### config.mk
export PLATFORM = sky130hd
export DESIGN_NAME = pipeline_trace_unit
export DESIGN_NICKNAME = d
export VERILOG_FILES = /design/src/rtl/pipeline_trace_pkg.sv /design/src/rtl/pipeline_trace_unit_trace_fifo.sv /design/src/rtl/pipeline_trace_unit.sv
export SDC_FILE = /design/constraint.sdc
export NUM_CORES = 1
export LEC_CHECK = 0
export BUFFER_PORTS_ARGS = -buffer_cell sky130_fd_sc_hd__buf_2
export CAP_MARGIN = 0
export CORE_MARGIN = 8
export CORE_UTILIZATION = 60
export DETAILED_ROUTE_END_ITERATION = 7
export HOLD_SLACK_MARGIN = 0.02
export MAX_ROUTING_LAYER = met4
export PLACE_DENSITY_LB_ADDON = 0.08
export SETUP_SLACK_MARGIN = 0.4
export SKIP_CTS_REPAIR_TIMING = 1
export SLEW_MARGIN = 20
export SYNTH_ARGS = -nofsm -noshare
export SYNTH_HDL_FRONTEND = slang
export SYNTH_SLANG_ARGS = --single-unit
### constraint.sdc
create_clock -name clk -period 11.4 [get_ports clk]
set_input_delay 0 -clock clk [delete_from_list [all_inputs] [get_ports clk]]
set_output_delay 0 -clock clk [all_outputs]
set_load 0.005 [all_outputs]
### src/rtl/pipeline_trace_pkg.sv
// pipeline_trace_pkg: state encoding, trace entry layout and counter saturation helper
package pipeline_trace_pkg;
  typedef enum logic [1:0] {IDLE = 2'd0, ARMED = 2'd1, RUN = 2'd2, HALT = 2'd3} state_t;
  localparam int PC_W = 32;
  localparam int RD_W = 5;
  localparam int DATA_W = 32;
  typedef struct packed {
    logic [PC_W-1:0]   pc;
    logic [RD_W-1:0]   rd;
    logic [DATA_W-1:0] data;
  } entry_t;
  function automatic logic bump(input logic ev, input logic at_max);
    return ev && !at_max;
  endfunction
endpackage

### src/rtl/pipeline_trace_unit_trace_fifo.sv
// trace_fifo: synchronous FIFO with extra-MSB pointers, zero output when empty
module trace_fifo #(
  parameter int WIDTH = 69,
  parameter int DEPTH = 16
) (
  input  logic             clk,
  input  logic             rst,
  input  logic             clr,
  input  logic             push,
  input  logic             pop,
  input  logic [WIDTH-1:0] din,
  output logic [WIDTH-1:0] dout,
  output logic             full,
  output logic             empty
);
  localparam int AW = $clog2(DEPTH);
  logic [WIDTH-1:0] mem [DEPTH];
  logic [AW:0] wp, rp;
  logic do_push, do_pop;
  assign empty = wp == rp;
  assign full = (wp[AW] != rp[AW]) && (wp[AW-1:0] == rp[AW-1:0]);
  assign do_pop = pop && !empty;
  assign do_push = push && (!full || do_pop);
  assign dout = empty ? '0 : mem[rp[AW-1:0]];
  always_ff @(posedge clk) begin
    if (!rst || clr) begin
      wp <= '0;
      rp <= '0;
    end else begin
      if (do_push) wp <= wp + (AW+1)'(1);
      if (do_pop) rp <= rp + (AW+1)'(1);
    end
  end
  always_ff @(posedge clk) begin
    if (do_push) mem[wp[AW-1:0]] <= din;
  end
endmodule

### src/rtl/pipeline_trace_unit.sv
// pipeline_trace_unit: writeback tracer with counters, trace FIFO and optional TRACE_SHADOW_EN shadow regfile
module pipeline_trace_unit
  import pipeline_trace_pkg::*;
#(
  parameter int XLEN = 32,
  parameter int DEPTH = 16,
  parameter int CNT_W = 32
) (
  input  logic             clk,
  input  logic             rst,
  input  logic             arm,
  input  logic             trig_en,
  input  logic [XLEN-1:0]  trig_pc,
  input  logic             stop,
  input  logic             wb_valid,
  input  logic [XLEN-1:0]  wb_pc,
  input  logic             wb_we,
  input  logic [RD_W-1:0]  wb_rd,
  input  logic [XLEN-1:0]  wb_data,
  input  logic             stall,
  input  logic             flush,
  output logic             tr_valid,
  input  logic             tr_ready,
  output logic [XLEN-1:0]  tr_pc,
  output logic [RD_W-1:0]  tr_rd,
  output logic [XLEN-1:0]  tr_data,
  output logic [1:0]       state,
  output logic [CNT_W-1:0] cyc_cnt,
  output logic [CNT_W-1:0] ret_cnt,
  output logic [CNT_W-1:0] stall_cnt,
  output logic [CNT_W-1:0] flush_cnt,
  output logic [CNT_W-1:0] drop_cnt,
  output logic             overflow,
  input  logic [RD_W-1:0]  dbg_addr,
  output logic [XLEN-1:0]  dbg_data
);
  localparam int EW = 2*XLEN + RD_W;
  state_t st, nxt;
  logic idle_like, busy, hit, live, clr, cap, pop, full, empty, drop;
  logic [EW-1:0] dout;
  assign idle_like = st == IDLE || st == HALT;
  assign busy = st == ARMED || st == RUN;
  assign hit = wb_valid && wb_pc == trig_pc;
  assign live = st == RUN || (st == ARMED && hit && !stop);
  assign clr = idle_like && arm;
  assign cap = live && wb_valid && wb_we && wb_rd != '0;
  assign pop = tr_valid && tr_ready;
  assign drop = cap && full && !pop;
  always_ff @(posedge clk) begin
    st <= !rst ? IDLE : nxt;
  end
  always_comb begin
    nxt = st;
    if (clr) nxt = trig_en ? ARMED : RUN;
    else if (busy && stop) nxt = HALT;
    else if (st == ARMED && hit) nxt = RUN;
  end
  assign state = st;
  trace_fifo #(.WIDTH(EW), .DEPTH(DEPTH)) u_fifo (
    .clk(clk), .rst(rst), .clr(clr), .push(cap), .pop(pop),
    .din({wb_pc, wb_rd, wb_data}), .dout(dout), .full(full), .empty(empty)
  );
  assign tr_valid = !empty;
  assign {tr_pc, tr_rd, tr_data} = dout;
  always_ff @(posedge clk) begin
    if (!rst || clr) begin
      cyc_cnt <= '0;
      ret_cnt <= '0;
      stall_cnt <= '0;
      flush_cnt <= '0;
      drop_cnt <= '0;
      overflow <= 1'b0;
    end else begin
      cyc_cnt <= cyc_cnt + CNT_W'(bump(live, &cyc_cnt));
      ret_cnt <= ret_cnt + CNT_W'(bump(live && wb_valid, &ret_cnt));
      stall_cnt <= stall_cnt + CNT_W'(bump(live && stall, &stall_cnt));
      flush_cnt <= flush_cnt + CNT_W'(bump(live && flush, &flush_cnt));
      drop_cnt <= drop_cnt + CNT_W'(bump(drop, &drop_cnt));
      overflow <= overflow || drop;
    end
  end
`ifdef TRACE_SHADOW_EN
  logic [XLEN-1:0] shadow [32];
  always_ff @(posedge clk) begin
    if (!rst) begin
      for (int i = 0; i < 32; i++) shadow[i] <= '0;
    end else if (wb_valid && wb_we && wb_rd != '0) begin
      shadow[wb_rd] <= wb_data;
    end
  end
  assign dbg_data = shadow[dbg_addr];
`else
  logic unused_dbg;
  assign unused_dbg = ^dbg_addr;
  assign dbg_data = '0;
`endif
endmodule
Yosys cells after proc, flatten, opt, wreduce, memory -nomap -nowiden
Memory sizes are Yosys's and may differ from the RTL's. A register that Yosys moved wholly into a read port is not among the register bits.
Cells that the tools add are included.

storage, ports and cells
  register bits after elaboration = 173
  RAM bits = 1104
  input bits = 116
  output and inout port bits = 265
  logic and storage cells = 78
  memories = 1

operators by class
  add/subtract/negate cells = 7
  equality and inequality tests = 7
  muxes and demuxes = 9
  reductions and logical operators = 45

memories
  name        words  bits a word  read ports  clocked after Yosys merged registers in  write ports  RTL line                              text
  u_fifo.mem  16     69           1           1                                        1            pipeline_trace_unit_trace_fifo.sv:17  logic [WIDTH-1:0] mem [DEPTH];

operator list
  operator                                                          number
  32-bit by 1-bit adder with 32-bit output                          5
  32-bit AND reduction                                              5
  69-bit two-way mux                                                1
  32-bit == test                                                    1
  1-bit logical AND                                                 21
  5-bit by 1-bit adder with 5-bit output (second input constant)    2
  1-bit zero test                                                   10
  2-bit two-way mux                                                 4
  4-bit two-way mux                                                 2
  1-bit logical OR                                                  6
  5-bit == test                                                     1
  5-bit nonzero test                                                1
  2-bit == test (second input constant)                             2
  4-bit == test                                                     1
  3-bit nonzero test                                                1
  2-bit by 1-bit == test with 1-bit output (second input constant)  1
  2-bit zero test                                                   1
  1-bit two-way mux                                                 2
  1-bit != test                                                     1

Logic depth before layout (Yosys ltp)
Gate-level depths: netlist of run 1.

  word-level depth = 12
  depth in mapped cells = 17
  depth with buffers taken out = 16

Hierarchy
From an unflattened synthesis of run 1, not the netlist that was laid out.

unflattened totals
  cells, all modules = 2718
  area, all modules = 49945.4 um^2

modules (own cells, without submodules)
  module               times used  cells each  area each (um^2)  sequential area each (um^2)
  trace_fifo           1           1787        42039.1           33432.1
  pipeline_trace_unit  1           931         7906.3            3263.1

Worst setup path after synthesis of run 1
Ideal clock, no wire load.

  path kind = register to register
  start = reg st[0], in the netlist state[0]
  end = mem u_fifo.mem[3][0], enable pin
  setup time = 581 ps
  arrival = 6131 ps
  required time = 10819 ps
  path slack = 4687 ps
  stages on the path, launching flop included = 8
  buffers on the path = 0
  clock period less this slack = 6713 ps
  cell sequence = dfxtp_1 -> ha_1 -> nand2_1 -> a2111o_1 -> nor4_2 -> and4_4 -> o21ai_1 -> nor3_1

between the ends
  longest elaborated chain between the ends = 10
  elaborated cells on any way between the ends = 11
  those cells by class = eq/ne: 2; mux: 2; reduce/logical: 7

ends and longest elaborated chain
  what                                         RTL line                              text
  start, declared                              pipeline_trace_unit.sv:38             state_t st, nxt;
  start signal, assigned                       pipeline_trace_unit.sv:50             st <= !rst ? IDLE : nxt;
  2-bit by 1-bit == test with 1-bit output     pipeline_trace_unit.sv:44             assign live = st == RUN || (st == ARMED && hit && !stop);
  1-bit logical AND (2 in series)              pipeline_trace_unit.sv:44
  1-bit logical OR (*)                         pipeline_trace_unit.sv:44
  1-bit logical AND (*) (3 in series)          pipeline_trace_unit.sv:46             assign cap = live && wb_valid && wb_we && wb_rd != '0;
  1-bit logical AND (*)                        pipeline_trace_unit_trace_fifo.sv:23  assign do_push = push && (!full || do_pop);
  1-bit two-way mux (*)                        pipeline_trace_unit_trace_fifo.sv:35  if (do_push) mem[wp[AW-1:0]] <= din;
  1-bit two-way mux (not written as such) (*)  pipeline_trace_unit_trace_fifo.sv:35
  end, declared                                pipeline_trace_unit_trace_fifo.sv:17

Mark *: on every way between the ends. The rest lies on a longest branch, timed or not.

==> summary.txt, run 1 <==
Pwr
  • Pleak: 19.1 nW
  • Combinational share of power: 4.5%
  • Int Pwr: 0.00771 W
  • Power per standard cell area: 167 nW/um2
  • IR drop worst, VDD: 137 uV
  • Switching power share of the total: 20.6%
  • Net Sw Power: 0.00200 W
  • Clock Power Share: 42.7%
  • Power share of the sequential group: 52.8%

Logic synthesis
  • Synth Flop Type: edfxtp_1
  • Area contributors post-synth: edfxtp_1 (66%), mux4_2 (14%), dfxtp_1 (7.0%), xor2_1 (1.8%), nor2_1 (1.1%)
  • Synth top area share: 65.5%
  • #FFs+latches synth: 1281
  • Largest area contributor in the netlist: edfxtp_1
  • Post-Syn Area: 50600 um2
  • Number of synthesized flops with an enable pin: 1104
  • Register area share after synthesis: 72.5%
  • Synthesized area per cell: 19.5 um2
  • Syn. warnings: 0
  • Yosys cell types: 58
  • Synth async-reset ratio: 0%
  • Synthesized instance count: 2601

Placed design
  • PortBufs: 343
  • Dpl hpwl: 63900 um
  • DP Area: 53200 um2
  • Post-Place Cells: 3938
  • Pre-CTS setup slack: 6.72 ns
  • Routability congestion estimate: 0.882

Timing
  • Hold Fails Final Rpt: 1
  • RSZ-0062 raised after global routing: no
  • Tmin final: 4.70 ns
  • Least-Margin Pin Slew: 1.14 ns
  • Slew Limit Fails: 0
  • Period Utilization, post-route: 41.2%
  • Min Hold Slack: -0.00289 ns
  • Slew headroom: 23.7%
  • Fmax: 0.213 GHz
  • Worst clock skew: 0.0353 ns
  • Setup TNS: 0 ns
  • Fin worst setup slack: 6.70 ns
  • Number of setup violations in the final report: 0

Global routing
  • GRT overflow: 0
  • Initial antenna violation count: 13
  • Total GRT Usage: 25.0%
  • Largest net degree at the start of global routing: 167
  • Global-route wire length before repair: 170000 um
  • Vias in the first global route: 27.0k

Setup path
  • Critical Path RT: 11.40 ns
  • Worst R2R Path Depth: 14
  • Critical path cell sequence: buf_4 -> buf_4 -> mux4_1 -> mux4_2 -> and2_1 -> buf_2
  • Crit path kind: register to output port
  • Critical path depth: 6
  • Maximum fanout along the worst path: 52
  • Worst r2r src: state[0]
  • Crit Reg-Reg Endpoint: stall_cnt[25]
  • Crit-path leading delay family: buffers and inverters
  • Crit path DAT: 4.70 ns
  • CP bufs+invs: 3
  • CP Capture Point: tr_pc[25]
  • R2r setup slk: 6.80 ns
  • CP dominant cell by count: buf_4
  • Critical path's slowest cell: buf_4
  • Slowest stage delay, CP: 0.89 ns
  • CP endpoint kind: output port
  • Startpoint types: register

Run status
  • Failing checks: hold timing
  • Status: finished with violations

Layout
  • Layout cells sized above 1: 28.7%
  • Finished Layout Cells: 4265
  • NumNets Final: 3209
  • Highest-count cells in the layout ignoring fill and taps: edfxtp_1 (1104), buf_2 (343), mux4_2 (325), dfxtp_1 (173), nor2_1 (154)
  • Layout area overhead: 15.2%
  • Post-layout instance area: 58300 um2
  • Leading cell type in the layout, fill and taps excluded: edfxtp_1

Drt
  • Post-DRT Antenna Nets: 0
  • Routed len/inst: 27.0 um
  • TritonRoute pass-1 iters: 5
  • Vias per cell: 6.14
  • Via count: 26.2k
  • DRC: 0
  • Drt total wl: 115000 um
  • Starting DRT DRC Count: 2272

CTS
  • Root Driver: clkbuf_16
  • # H-tree levels: 4
  • TritonCTS Buffers: 132
  • CTS tree: done
  • CTS clk-pin slew, worst paths: 0.06 ns
  • Clock Path Buffers: 3
  • Latest clock arrival within the worst-skew pair: 0.72 ns
  • TritonCTS Sinks: 1281

Floorplanning
  • Rows: 106
  • Die Wd: 306 um
  • Initial Util: 60.6%
  • Total die area: 93900 um2
  • Core footprint: 83600 um2
  • Die height: 306 um
  • Num ports: 381

Job
  • Number of max-cap violations: 0

Hold path
  • HP Class: primary input to register
  • Min-Delay Path Depth: 6
sequential cells by signal, summed over array words and instances (netlist names), named ones only:
signal,count
u_fifo.mem,1104
cyc_cnt,32
drop_cnt,32
flush_cnt,32
ret_cnt,32
stall_cnt,32
u_fifo.rp,5
u_fifo.wp,5
state,2
overflow,1
worst min-delay path by stage:
stage / startpoint / slack [ns] / to
final: trig_pc[21] / -0.003 / u_fifo.wp[4]
after global routing: trig_pc[21] / 0.02 / u_fifo.wp[1]
after CTS: trig_en / -0.42 / state[1]
after detailed placement: trig_en / 0.36 / state[1]
after global placement: trig_en / 0.34 / state[1]
after floorplan: wb_data[0] / 0.1 / u_fifo.mem[0][0]
per-stage QoR:
stage	total power, W	util, %
4_1_cts	0.00975	68.7
6_report	0.00971	69.7
3_5_place_dp	0.00563	63.7
2_1_floorplan	0.00547	-
5_1_grt	0.00999	69.7
3_3_place_gp	0.00561	63.7
worst register-to-register path, delay by kind of cell (launching register included):
family	cells	cell delay, ns
adder cells (fa/ha/maj)	2	0.39
AO/OA/AOI/OAI	2	1.12
flip-flops	1	0.38
XOR/XNOR	1	0.18
AND/OR/NAND/NOR	9	2.37
power groups by stage:
| stage | logic [W] | clock network (W) | registers [W] |
|---|---|---|---|
| 2_1_floorplan | 0.000240 | 0 | 0.00523 |
| 3_3_place_gp | 0.000386 | 0 | 0.00522 |
| 3_5_place_dp | 0.000402 | 0 | 0.00523 |
| 4_1_cts | 0.000404 | 0.00422 | 0.00513 |
| 5_1_grt | 0.000469 | 0.00439 | 0.00513 |
| 6_report | 0.000433 | 0.00415 | 0.00513 |
synth_stat cells, types with 21 or more instances:
cell	instances
clkbuf_1	67
nand2_1	67
buf_4	39
nand4_1	40
nand3_1	82
dfxtp_1	177
edfxtp_1	1104
and3_1	49
xor2_1	105
mux4_2	325
and2_1	74
nor2_1	154
xnor2_1	65
or3_1	25
a21oi_1	21
metal layers:
metal	track usage (%)	vias to the layer above	part of all wire, %
li1	-	11400	-
met1	30.9	13700	39
met2	41.1	977	51
met3	5.89	198	6.7
met4	8.27	0	2.9
met5	-	-	0
area by class of cell:
class                      instances  area [um2]
inverter                          14        52.6
clock buffer                     179        3680
tap                             1080        1350
fill                            5264       25300
multi-input combinational       1191       13100
clock inverter                    51         494
antenna                           13        32.5
sequential                      1281       36700
timing repair buffer             456        2810
kinds of logic after synthesis:
family,share of synthesized area (%)
flip-flops,72.5
adder cells (fa/ha/maj),0.420
buffers and inverters,1.91
other,0.00741
AND/OR/NAND/NOR,5.92
AO/OA/AOI/OAI,0.715
XOR/XNOR,2.94
multiplexers,15.6
Note: power is estimated with default switching activity, not from simulation.
==> run 2, diff against run 1 <==
--- a/config.mk
+++ b/config.mk
@@ -8,7 +8,7 @@
 export BUFFER_PORTS_ARGS = -buffer_cell sky130_fd_sc_hd__buf_2
 export CAP_MARGIN = 0
 export CORE_MARGIN = 8
-export CORE_UTILIZATION = 60
+export CORE_UTILIZATION = 54
 export DETAILED_ROUTE_END_ITERATION = 7
 export HOLD_SLACK_MARGIN = 0.02
 export MAX_ROUTING_LAYER = met4
==> constraint.sdc (replaced) <==
create_clock -name clk -period 4.23 [get_ports clk]
set_input_delay 0 -clock clk [delete_from_list [all_inputs] [get_ports clk]]
set_output_delay 0 -clock clk [all_outputs]
set_load 0.005 [all_outputs]
==> summary.txt, run 2 (synthesis results as in run 1) <==
Layout
  • Highest-count cells in the layout ignoring fill and taps: edfxtp_1 (1104), buf_2 (343), mux4_2 (325), dfxtp_1 (173), nor2_1 (153) (was edfxtp_1 (1104), buf_2 (343), mux4_2 (325), dfxtp_1 (173), nor2_1 (154))
  • Layout cells sized above 1: 30.2% (was 28.7%)
  • Layout area overhead: 17.3% (was 15.2%)
  • Number of flip-flops in the largest register: 1104 (unchanged)
  • NumNets Final: 3247 (was 3209)
  • Leading cell type in the layout, fill and taps excluded: edfxtp_1 (unchanged)

Floorplanning
  • Total die area: 104000 um2 (was 93900 um2)
  • Die height: 322 um (was 306 um)
  • Num ports: 381 (unchanged)
  • Core footprint: 93000 um2 (was 83600 um2)
  • Rows: 112 (was 106)
  • Initial Util: 54.4% (was 60.6%)
  • Die Wd: 322 um (was 306 um)

Drt
  • Routed len/inst: 26.7 um (was 27.0 um)
  • DRC: 0 (unchanged)
  • Drt total wl: 120000 um (was 115000 um)
  • Vias per cell: 5.86 (was 6.14)
  • TritonRoute pass-1 iters: 5 (unchanged)
  • Via count: 26.3k (was 26.2k)
  • Post-DRT Antenna Nets: 0 (unchanged)
  • Starting DRT DRC Count: 2272 (unchanged)

CTS
  • CTS clk-pin slew, worst paths: 0.06 ns (about the same)
  • Root Driver: clkbuf_16 (unchanged)
  • Latest clock arrival within the worst-skew pair: 0.74 ns (was 0.72 ns)
  • TritonCTS Buffers: 135 (was 132)
  • CTS tree: done (unchanged)
  • Clock Path Buffers: 3 (unchanged)
  • # H-tree levels: 4 (unchanged)
  • TritonCTS Sinks: 1281 (unchanged)

Global routing
  • Largest net degree at the start of global routing: 76 (was 167)
  • Initial antenna violation count: 15 (was 13)
  • Total GRT Usage: 23.6% (was 25.0%)
  • Global-route wire length before repair: 176000 um (was 170000 um)
  • GRT overflow: 0 (unchanged)
  • Vias in the first global route: 26.9k (was 27.0k)

Setup path
  • Maximum fanout along the worst path: 10 (was 52)
  • Crit path kind: register to register (was register to output port)
  • CP endpoint kind: register (was output port)
  • Startpoint types: register (unchanged)
  • Critical Path RT: 4.80 ns (was 11.40 ns)
  • Crit path DAT: 4.17 ns (was 4.70 ns)

Placed design
  • PortBufs: 343 (unchanged)
  • Dpl hpwl: 69100 um (was 63900 um)
  • Routability congestion estimate: 0.861 (was 0.882)

Timing
  • Hold Fails Final Rpt: 0 (was 1)
  • Slew headroom: 28.9% (was 23.7%)
  • RSZ-0062 raised after global routing: no (unchanged)
  • Least-Margin Pin Slew: 1.07 ns (was 1.14 ns)
  • Worst clock skew: 0.0271 ns (was 0.0353 ns)
  • Setup TNS: 0 ns (unchanged)
  • Fmax: 0.278 GHz
  • Slew Limit Fails: 0 (unchanged)
  • Period Utilization, post-route: 85.1%
  • Tmin final: 3.60 ns
  • Number of setup violations in the final report: 0 (unchanged)

Pwr
  • Power Total: 0.0265 W (was 0.00971 W)
  • Power per standard cell area: 447 nW/um2 (was 167 nW/um2)
  • IR drop worst, VDD: 431 uV (was 137 uV)
  • Pleak: 19.5 nW (was 19.1 nW)

Run status
  • Status: complete, no violations (was finished with violations)

Job
  • Number of max-cap violations: 0 (unchanged)

Hold path
  • HP Class: primary input to register (unchanged)
==> run 2: metrics by stage <==
stage               cell area, um2  hold WS (ns)  setup slack [ns]  cells  util, %
CTS                          58400        -0.418             0.215   4397     62.8
floorplan                    50700        0.0989             0.490   2632        -
global placement             54100         0.339             0.321   4149     58.1
finish                       59300       0.00693             0.632   4492     63.8
detailed placement           54100         0.360             0.109   4149     58.1
global route                 59300        0.0229             0.344   4492     63.8
==> run 2: cell type report <==
type	count	area [um2]
flip-flops and latches	1281	36700
clock inverters	76	663
well taps	1254	1570
multi-input cells	1191	13200
repair buffers	491	3420
diodes	13	32.5
clock buffers	172	3650
inverters	14	52.6
fillers	6592	33700
==> run 2: worst max-delay path, cell delays in order, from the launching register on <==
cell and delay [ns]:
dfxtp_1 0.38, ha_1 0.16, nand2_1 0.12, a2111o_1 0.35
nor4_4 0.27, nand4_1 0.21, o21bai_1 0.24, buf_4 0.20
o311a_1 0.18, ha_1 0.18, ha_1 0.16, buf_4 0.18
nand3_1 0.14, nor4_4 0.30, nand3_1 0.14, xor2_1 0.16
nor2_1 0.06
==> run 2: routing by layer <==
layer  wire length (um)  vias to the layer above  part of all wire, %  track usage (%)
li1                   -                    11500                    -                -
met1              48500                    13900                   41             30.1
met2              61300                      839                   51             38.7
met3               7980                      130                  6.7             5.32
met4               2000                        0                  1.7             5.77
met5                  0                        -                    0                -
==> run 2: final timing paths <==
path	startpoint	to	slack (ns)	depth (start not counted)
worst max-delay path	state[0]	ret_cnt[26]	0.63	16
worst min-delay path	trig_pc[1]	u_fifo.wp[0]	0.007	7
worst max register to register	state[0]	ret_cnt[26]	0.63	16
worst min register to register	overflow	overflow	0.50	1
==> run 2: power by group <==
group	switching, W	leakage [nW]	internal, W
Sequential	0.0000382	11.4	0.0138
Clock	0.00475	2.10	0.00674
Combinational	0.000718	6.08	0.000477
